**config.mk**
```make
export PLATFORM = sky130hd
export DESIGN_NAME = game_tick_scheduler
export DESIGN_NICKNAME = d
export VERILOG_FILES = /design/src/rtl/tetris_pkg.sv /design/src/rtl/game_tick_scheduler_tick_divider.sv /design/src/rtl/game_tick_scheduler.sv
export SDC_FILE = /design/constraint.sdc
export NUM_CORES = 1
export LEC_CHECK = 0
export CORE_MARGIN = 1.5
export CORE_UTILIZATION = 50
export DETAILED_ROUTE_END_ITERATION = 12
export GPL_TIMING_DRIVEN = 0
export PLACE_DENSITY = 0.7
export REMOVE_ABC_BUFFERS = 1
export SYNTH_ARGS = -nofsm -noshare
export SYNTH_HDL_FRONTEND = slang
export SYNTH_SLANG_ARGS = --single-unit
export TNS_END_PERCENT = 5
```
**constraint.sdc**
```tcl
create_clock -name clk -period 11.6 [get_ports clk]
set_input_delay 2.32 -clock clk [delete_from_list [all_inputs] [get_ports clk]]
set_output_delay 2.32 -clock clk [all_outputs]
set_load 0.02 [all_outputs]
```
**src/rtl/tetris_pkg.sv**
```systemverilog
// Shared encodings for the Tetris core timing logic.
// Latency: n/a (declarations only).
// Backpressure: n/a.
package tetris_pkg;

  localparam int LEVEL_W = 4;
  localparam int STATE_W = 2;

  typedef logic [STATE_W-1:0] state_t;

  localparam state_t ST_IDLE    = 2'd0;
  localparam state_t ST_RUNNING = 2'd1;
  localparam state_t ST_PAUSED  = 2'd2;
  localparam state_t ST_OVER    = 2'd3;

endpackage

```
**src/rtl/game_tick_scheduler_tick_divider.sv**
```systemverilog
// Prescaler that emits a one-cycle tick every `period` enabled cycles.
// Latency: tick is registered, one cycle after the counter reaches period-1.
// Backpressure: none; en holds the count, clr zeroes it.
// Ports:
//   clk, resetn  clock, synchronous active-low reset
//   en           count enable (counter holds while low)
//   clr          zero the counter and drop any tick (wins over en)
//   period       tick period in enabled cycles, may change at any time
//   tick         registered one-cycle strobe
module tick_divider #(
  parameter int CNT_W = 32
) (
  input  logic             clk,
  input  logic             resetn,
  input  logic             en,
  input  logic             clr,
  input  logic [CNT_W-1:0] period,
  output logic             tick
);

  logic [CNT_W-1:0] cnt;
  logic [CNT_W:0]   cnt_inc;
  logic             at_end;

  // One extra bit so cnt+1 never wraps and a zero period cannot underflow.
  // The >= test lets a shortened period fire on the next enabled cycle
  // instead of running the counter all the way round.
  assign cnt_inc = {1'b0, cnt} + (CNT_W+1)'(1);
  assign at_end  = cnt_inc >= {1'b0, period};

  always_ff @(posedge clk) begin
    if (!resetn) begin
      cnt  <= '0;
      tick <= 1'b0;
    end else if (clr) begin
      cnt  <= '0;
      tick <= 1'b0;
    end else if (en) begin
      if (at_end) begin
        cnt  <= '0;
        tick <= 1'b1;
      end else begin
        cnt  <= cnt_inc[CNT_W-1:0];
        tick <= 1'b0;
      end
    end else begin
      tick <= 1'b0;
    end
  end

endmodule

```
**src/rtl/game_tick_scheduler.sv**
```systemverilog
// Game-phase FSM plus the 1 Hz timekeeper strobe and level-paced gravity strobe.
// Latency: state/clr_time/ticks all registered; a button edge acts one cycle later.
// Backpressure: none; ticks are only produced while RUNNING and freeze otherwise.
// Build option: define SOFT_DROP_EN to add the soft_drop port and fast gravity.
// Ports:
//   clk, resetn  clock, synchronous active-low reset
//   start, pause debounced buttons (levels; only rising edges act)
//   game_over    playfield topped out
//   level        current level 0..15
//   soft_drop    held soft-drop button (SOFT_DROP_EN builds only)
//   state        0=IDLE 1=RUNNING 2=PAUSED 3=OVER
//   running      state == RUNNING
//   clr_time     one-cycle pulse when a new game begins
//   sec_tick     one-cycle pulse every CLK_HZ running cycles
//   drop_tick    one-cycle pulse every gravity period of running cycles
module game_tick_scheduler
  import tetris_pkg::*;
#(
  parameter int CLK_HZ    = 50_000_000,
  parameter int DROP_BASE = 50_000_000,
  parameter int DROP_STEP = 3_000_000,
  parameter int DROP_MIN  = 5_000_000,
`ifdef SOFT_DROP_EN
  parameter int DROP_FAST = 2_500_000,
`endif
  parameter int CNT_W     = 32
) (
  input  logic               clk,
  input  logic               resetn,
  input  logic               start,
  input  logic               pause,
  input  logic               game_over,
  input  logic [LEVEL_W-1:0] level,
`ifdef SOFT_DROP_EN
  input  logic               soft_drop,
`endif
  output logic [STATE_W-1:0] state,
  output logic               running,
  output logic               clr_time,
  output logic               sec_tick,
  output logic               drop_tick
);

  localparam int PW = CNT_W + 4;
  localparam logic [CNT_W-1:0] SEC_PERIOD = CNT_W'(CLK_HZ);
  localparam logic [PW-1:0]    BASE_W     = PW'(DROP_BASE);
  localparam logic [PW-1:0]    STEP_W     = PW'(DROP_STEP);
  localparam logic [PW-1:0]    MIN_W      = PW'(DROP_MIN);

  state_t           state_nxt;
  logic             start_q, pause_q;
  logic             start_edge, pause_edge;
  logic             new_game;
  logic             count_en;
  logic [PW-1:0]    step_prod, base_sub, lvl_period_w;
  logic [CNT_W-1:0] lvl_period, drop_period;

  // ---------------- button edge detect ----------------
  assign start_edge = start & ~start_q;
  assign pause_edge = pause & ~pause_q;

  // ---------------- phase FSM ----------------
  // game_over only matters mid-game; in IDLE/OVER a held game_over must not
  // block a restart, so start is evaluated there regardless of it.
  always_comb begin
    state_nxt = state;
    new_game  = 1'b0;
    if (game_over && (state == ST_RUNNING || state == ST_PAUSED)) begin
      state_nxt = ST_OVER;
    end else if (start_edge && (state == ST_IDLE || state == ST_OVER)) begin
      state_nxt = ST_RUNNING;
      new_game  = 1'b1;
    end else if (pause_edge && state == ST_RUNNING) begin
      state_nxt = ST_PAUSED;
    end else if (pause_edge && state == ST_PAUSED) begin
      state_nxt = ST_RUNNING;
    end
  end

  // Count only cycles that start and end in RUNNING: the cycle that leaves
  // RUNNING must neither advance the count nor launch a tick that would land
  // in PAUSED/OVER, which keeps a resumed second exactly the remaining length.
  assign count_en = (state == ST_RUNNING) && (state_nxt == ST_RUNNING);

  always_ff @(posedge clk) begin
    if (!resetn) begin
      state    <= ST_IDLE;
      start_q  <= 1'b0;
      pause_q  <= 1'b0;
      clr_time <= 1'b0;
    end else begin
      state    <= state_nxt;
      start_q  <= start;
      pause_q  <= pause;
      clr_time <= new_game;
    end
  end

  assign running = (state == ST_RUNNING);

  // ---------------- gravity period ----------------
  // Widened by 4 bits so level*step cannot overflow; the difference
  // saturates at zero before the floor is applied.
  assign step_prod    = PW'(level) * STEP_W;
  assign base_sub     = (step_prod >= BASE_W) ? '0 : (BASE_W - step_prod);
  assign lvl_period_w = (base_sub < MIN_W) ? MIN_W : base_sub;
  assign lvl_period   = (|lvl_period_w[PW-1:CNT_W]) ? '1 : lvl_period_w[CNT_W-1:0];

`ifdef SOFT_DROP_EN
  localparam logic [CNT_W-1:0] FAST_PERIOD = CNT_W'(DROP_FAST);
  assign drop_period = (soft_drop && state == ST_RUNNING && lvl_period > FAST_PERIOD)
                       ? FAST_PERIOD : lvl_period;
`else
  assign drop_period = lvl_period;
`endif

  // ---------------- prescalers ----------------
  tick_divider #(.CNT_W(CNT_W)) u_sec_div (
    .clk    (clk),
    .resetn (resetn),
    .en     (count_en),
    .clr    (new_game),
    .period (SEC_PERIOD),
    .tick   (sec_tick)
  );

  tick_divider #(.CNT_W(CNT_W)) u_drop_div (
    .clk    (clk),
    .resetn (resetn),
    .en     (count_en),
    .clr    (new_game),
    .period (drop_period),
    .tick   (drop_tick)
  );

endmodule

```
==> impl_metrics.csv <==
group,metric,value,unit
sta,maxSlewViolCount,0,
clocking,clkTransAtPathRegs,0.05,ns
clocking,clockBufferDepth,2,
yosys,synth_top_cell_by_area,"dfxtp_1",
detailed_routing,via_count,6788,
detailed_routing,vias_per_cell,6.17,
power,power.density,139,mW/mm2
global_route,grt_pass1_wl,29.0,mm
yosys,synth_ff_type,"dfxtp_1",
placed_design,dp_hpwl,12.6,mm
placed_design,portBuffers,14,
yosys,yosys_warnings,0,
setup_path,critical_path_class,"in -> reg",
layout,antenna_cells,0,
layout,drive_gt1_share,8.03,%
yosys,synth.most_common_cell,"nand2_1",
setup_path,arrival,10.59,ns
hold_path,hp-start,"u_sec_div.cnt[29]",
setup_path,cp_max_fo,19,
job,drv_cap,0,
floorplanning,die_h,123,um
sta,rsz0062_at_grt,"false",
layout,fin_util,56.1,%
sta,layout_min_cycle_time,10.31,ns
setup_path,r2r_start,"u_drop_div.cnt[0]",
clocking,cts_resized,0,
detailed_routing,wl_per_cell,15.5,um
clocking,cts_hold_buf,0,
layout,stdcell_count,1101,
sta,tns,0,ns
layout,seq_area,0.00142,mm2
setup_path,r2r_slack,5.72,ns
power,ir_worst_vdd,82.2,uV
yosys,synthTopCellsByCount,"nand2_1, dfxtp_1, nor2_1",
sta,slew_headroom,22.2,%
outcome,status,"finished clean",
setup_path,worst_setup_path_start_kind,"input pin",
global_route,grt_pass1_vias,6016,
placed_design,dp_cells,1085,
sta,setup_viol,0,
layout,n_fill_cell,1338,
sta,whs,0.483,ns
clocking,cts_root_buf,"clkbuf_16",
detailed_routing,routed_wl,17.0,mm
global_route,antenna_found_initial,0,
placed_design,routabilityCongestion,0.829,
sta,fmax,97.0,MHz
clocking,clk_latency,0.34,ns
detailed_routing,drc_errors,0,
layout,area_delta_synth_final,8.41,%
power,leakagePower,3.35,nW
layout,final_area,0.00785,mm2
detailed_routing,first_pass_iters,7,
clocking,cts_setup_buffers,0,
layout,nets,993,
yosys,yosys_register_bits,71,
detailed_routing,postRouteAntennaNets,0,
yosys,syn_inst,929,
floorplanning,start_util,51.8,%
floorplanning,num_rows,43,
yosys,yosysSeqAreaShare,19.6,%
sta,fin_skew,0.00503,ns
clocking,cts_buffers,9,
placed_design,placed_area,0.00750,mm2
clocking,h-tree-depth,3,
sta,finalCritPeriodShare,88.9,%
sta,finalHoldViolCount,0,
setup_path,crit_start,"level[0]",
floorplanning,io-pin-count,15,
yosys,netlist.area_leader.share,19.6,%
yosys,netlist_area,0.00724,mm2
clocking,cts.sinks,71,
yosys,async_flop_share,0,%
hold_path,hold_path.class,"reg -> reg",
layout,multi_input_area,0.00552,mm2
global_route,grt_max_degree,48,
global_route,overflow,0,
floorplanning,die_w,123,um
setup_path,end_kind,"flip-flop",
floorplanning,core-area,0.0140,mm2
detailed_routing,drt-initial-drc-count,425,
yosys,ys_top_cells_by_area,"dfxtp_1, ha_1, xnor2_1, nand3_1, nand2_1",
clocking,cts_tree,"yes",
setup_path,worstPathRequired,11.88,ns
yosys,avgSynthCellArea,7.80,um2
floorplanning,dieArea,0.0152,mm2
yosys,synth_edf_count,0,
global_route,grt_usage,23.2,%
yosys,synth.distinct_cells,89,
sta,worst_pin_slew,1.17,ns
## flip-flops by register name (all words and copies together) (netlist names)
register	count
u_drop_div.tick	1
clr_time	1
u_sec_div.cnt	32
pause_q	1
start_q	1
u_drop_div.cnt	32
state	2
u_sec_div.tick	1
## critical path: stages
cell             delay (ns)
clkdlybuf4s50_1        0.81
inv_1                  0.27
fa_1                   0.63
inv_1                  0.10
ha_1                   0.25
a21o_1                 0.21
a221oi_4               0.43
xnor2_2                0.26
nand3_1                0.19
a2111oi_0              0.72
nor2_1                 0.20
o41ai_4                0.90
a211o_2                0.20
o22ai_1                0.08
ha_1                   0.33
a21o_1                 0.18
a21o_1                 0.16
a21oi_1                0.12
o21ai_0                0.11
a21oi_1                0.27
o31ai_1                0.16
a311oi_2               0.50
buf_6                  0.22
and3_1                 0.70
a22o_1                 0.23
## cell usage in the layout, fill, tap and decap left out, drive strengths merged, types with 4 or more instances in the layout
cell           instances
nand2                 73
dfxtp                 71
nor2                  69
ha                    64
o21ai                 63
nand3                 61
and3                  45
xnor2                 42
a21oi                 38
nor4                  33
inv                   29
nor3                  27
xor2                  24
a21o                  23
a22o                  18
nand4                 17
and2                  15
clkdlybuf4s50         14
a31oi                 14
a211o                 13
conb                  12
o31ai                 10
clkbuf                10
a211oi                 9
nor4b                  8
or2                    7
o22ai                  7
o211ai                 7
nor2b                  6
or3                    6
and4                   5
nand2b                 5
nor3b                  5
a32oi                  5
buf                    5
mux2i                  4
a2111o                 4
fa                     4
a2111oi                4
## path summary, 6_finish.rpt
kind | end | cells past startpoint
setup / recovery | u_drop_div.cnt[18] | 25
hold / removal | u_sec_div.cnt[29] | 2
setup reg to reg | u_drop_div.cnt[18] | 17
hold reg to reg | u_sec_div.cnt[29] | 2
## metal layers
metal	vias to the layer above	share of wire [%]	GRT usage, %
met3	16	2.9	2.86
met4	0	1.0	5.03
met1	3200	53	35.3
li1	3455	-	-
met2	117	43	34.9
met5	-	0	0
## report_power, final
group	internal [mW]	switching [mW]
clock network	0.215	0.107
registers	0.248	0.00404
logic	0.197	0.319
## metrics by stage
step | worst slack [ns] | power (mW)
after detailed placement | 1.17 | 0.764
after CTS | 1.48 | 1.09
final | 1.29 | 1.09
after global placement | 0.0731 | 0.746
after floorplan | 2.84 | 0.646
after global routing | 0.774 | 1.16
## cells by family after synthesis
logic type | Yosys count | share of synthesized area, %
other cells | 2 | 0.104
mux | 5 | 0.708
xor+xnor | 66 | 8.29
compound gates | 242 | 24.5
simple gates | 393 | 29.5
fa+ha+maj | 68 | 12.2
buf+inv | 82 | 5.11
flops | 71 | 19.6
## final cells by class
cell class                 count  share of cell area [%]
multi-input combinational    786                    70.3
sequential                    71                    18.1
clock buffer                  10                    3.04
timing repair buffer          19                    2.98
tap                          180                    2.87
inverter                      29                    1.39
clock inverter                 6                    1.37
Note: power is estimated with default switching activity, not from simulation.
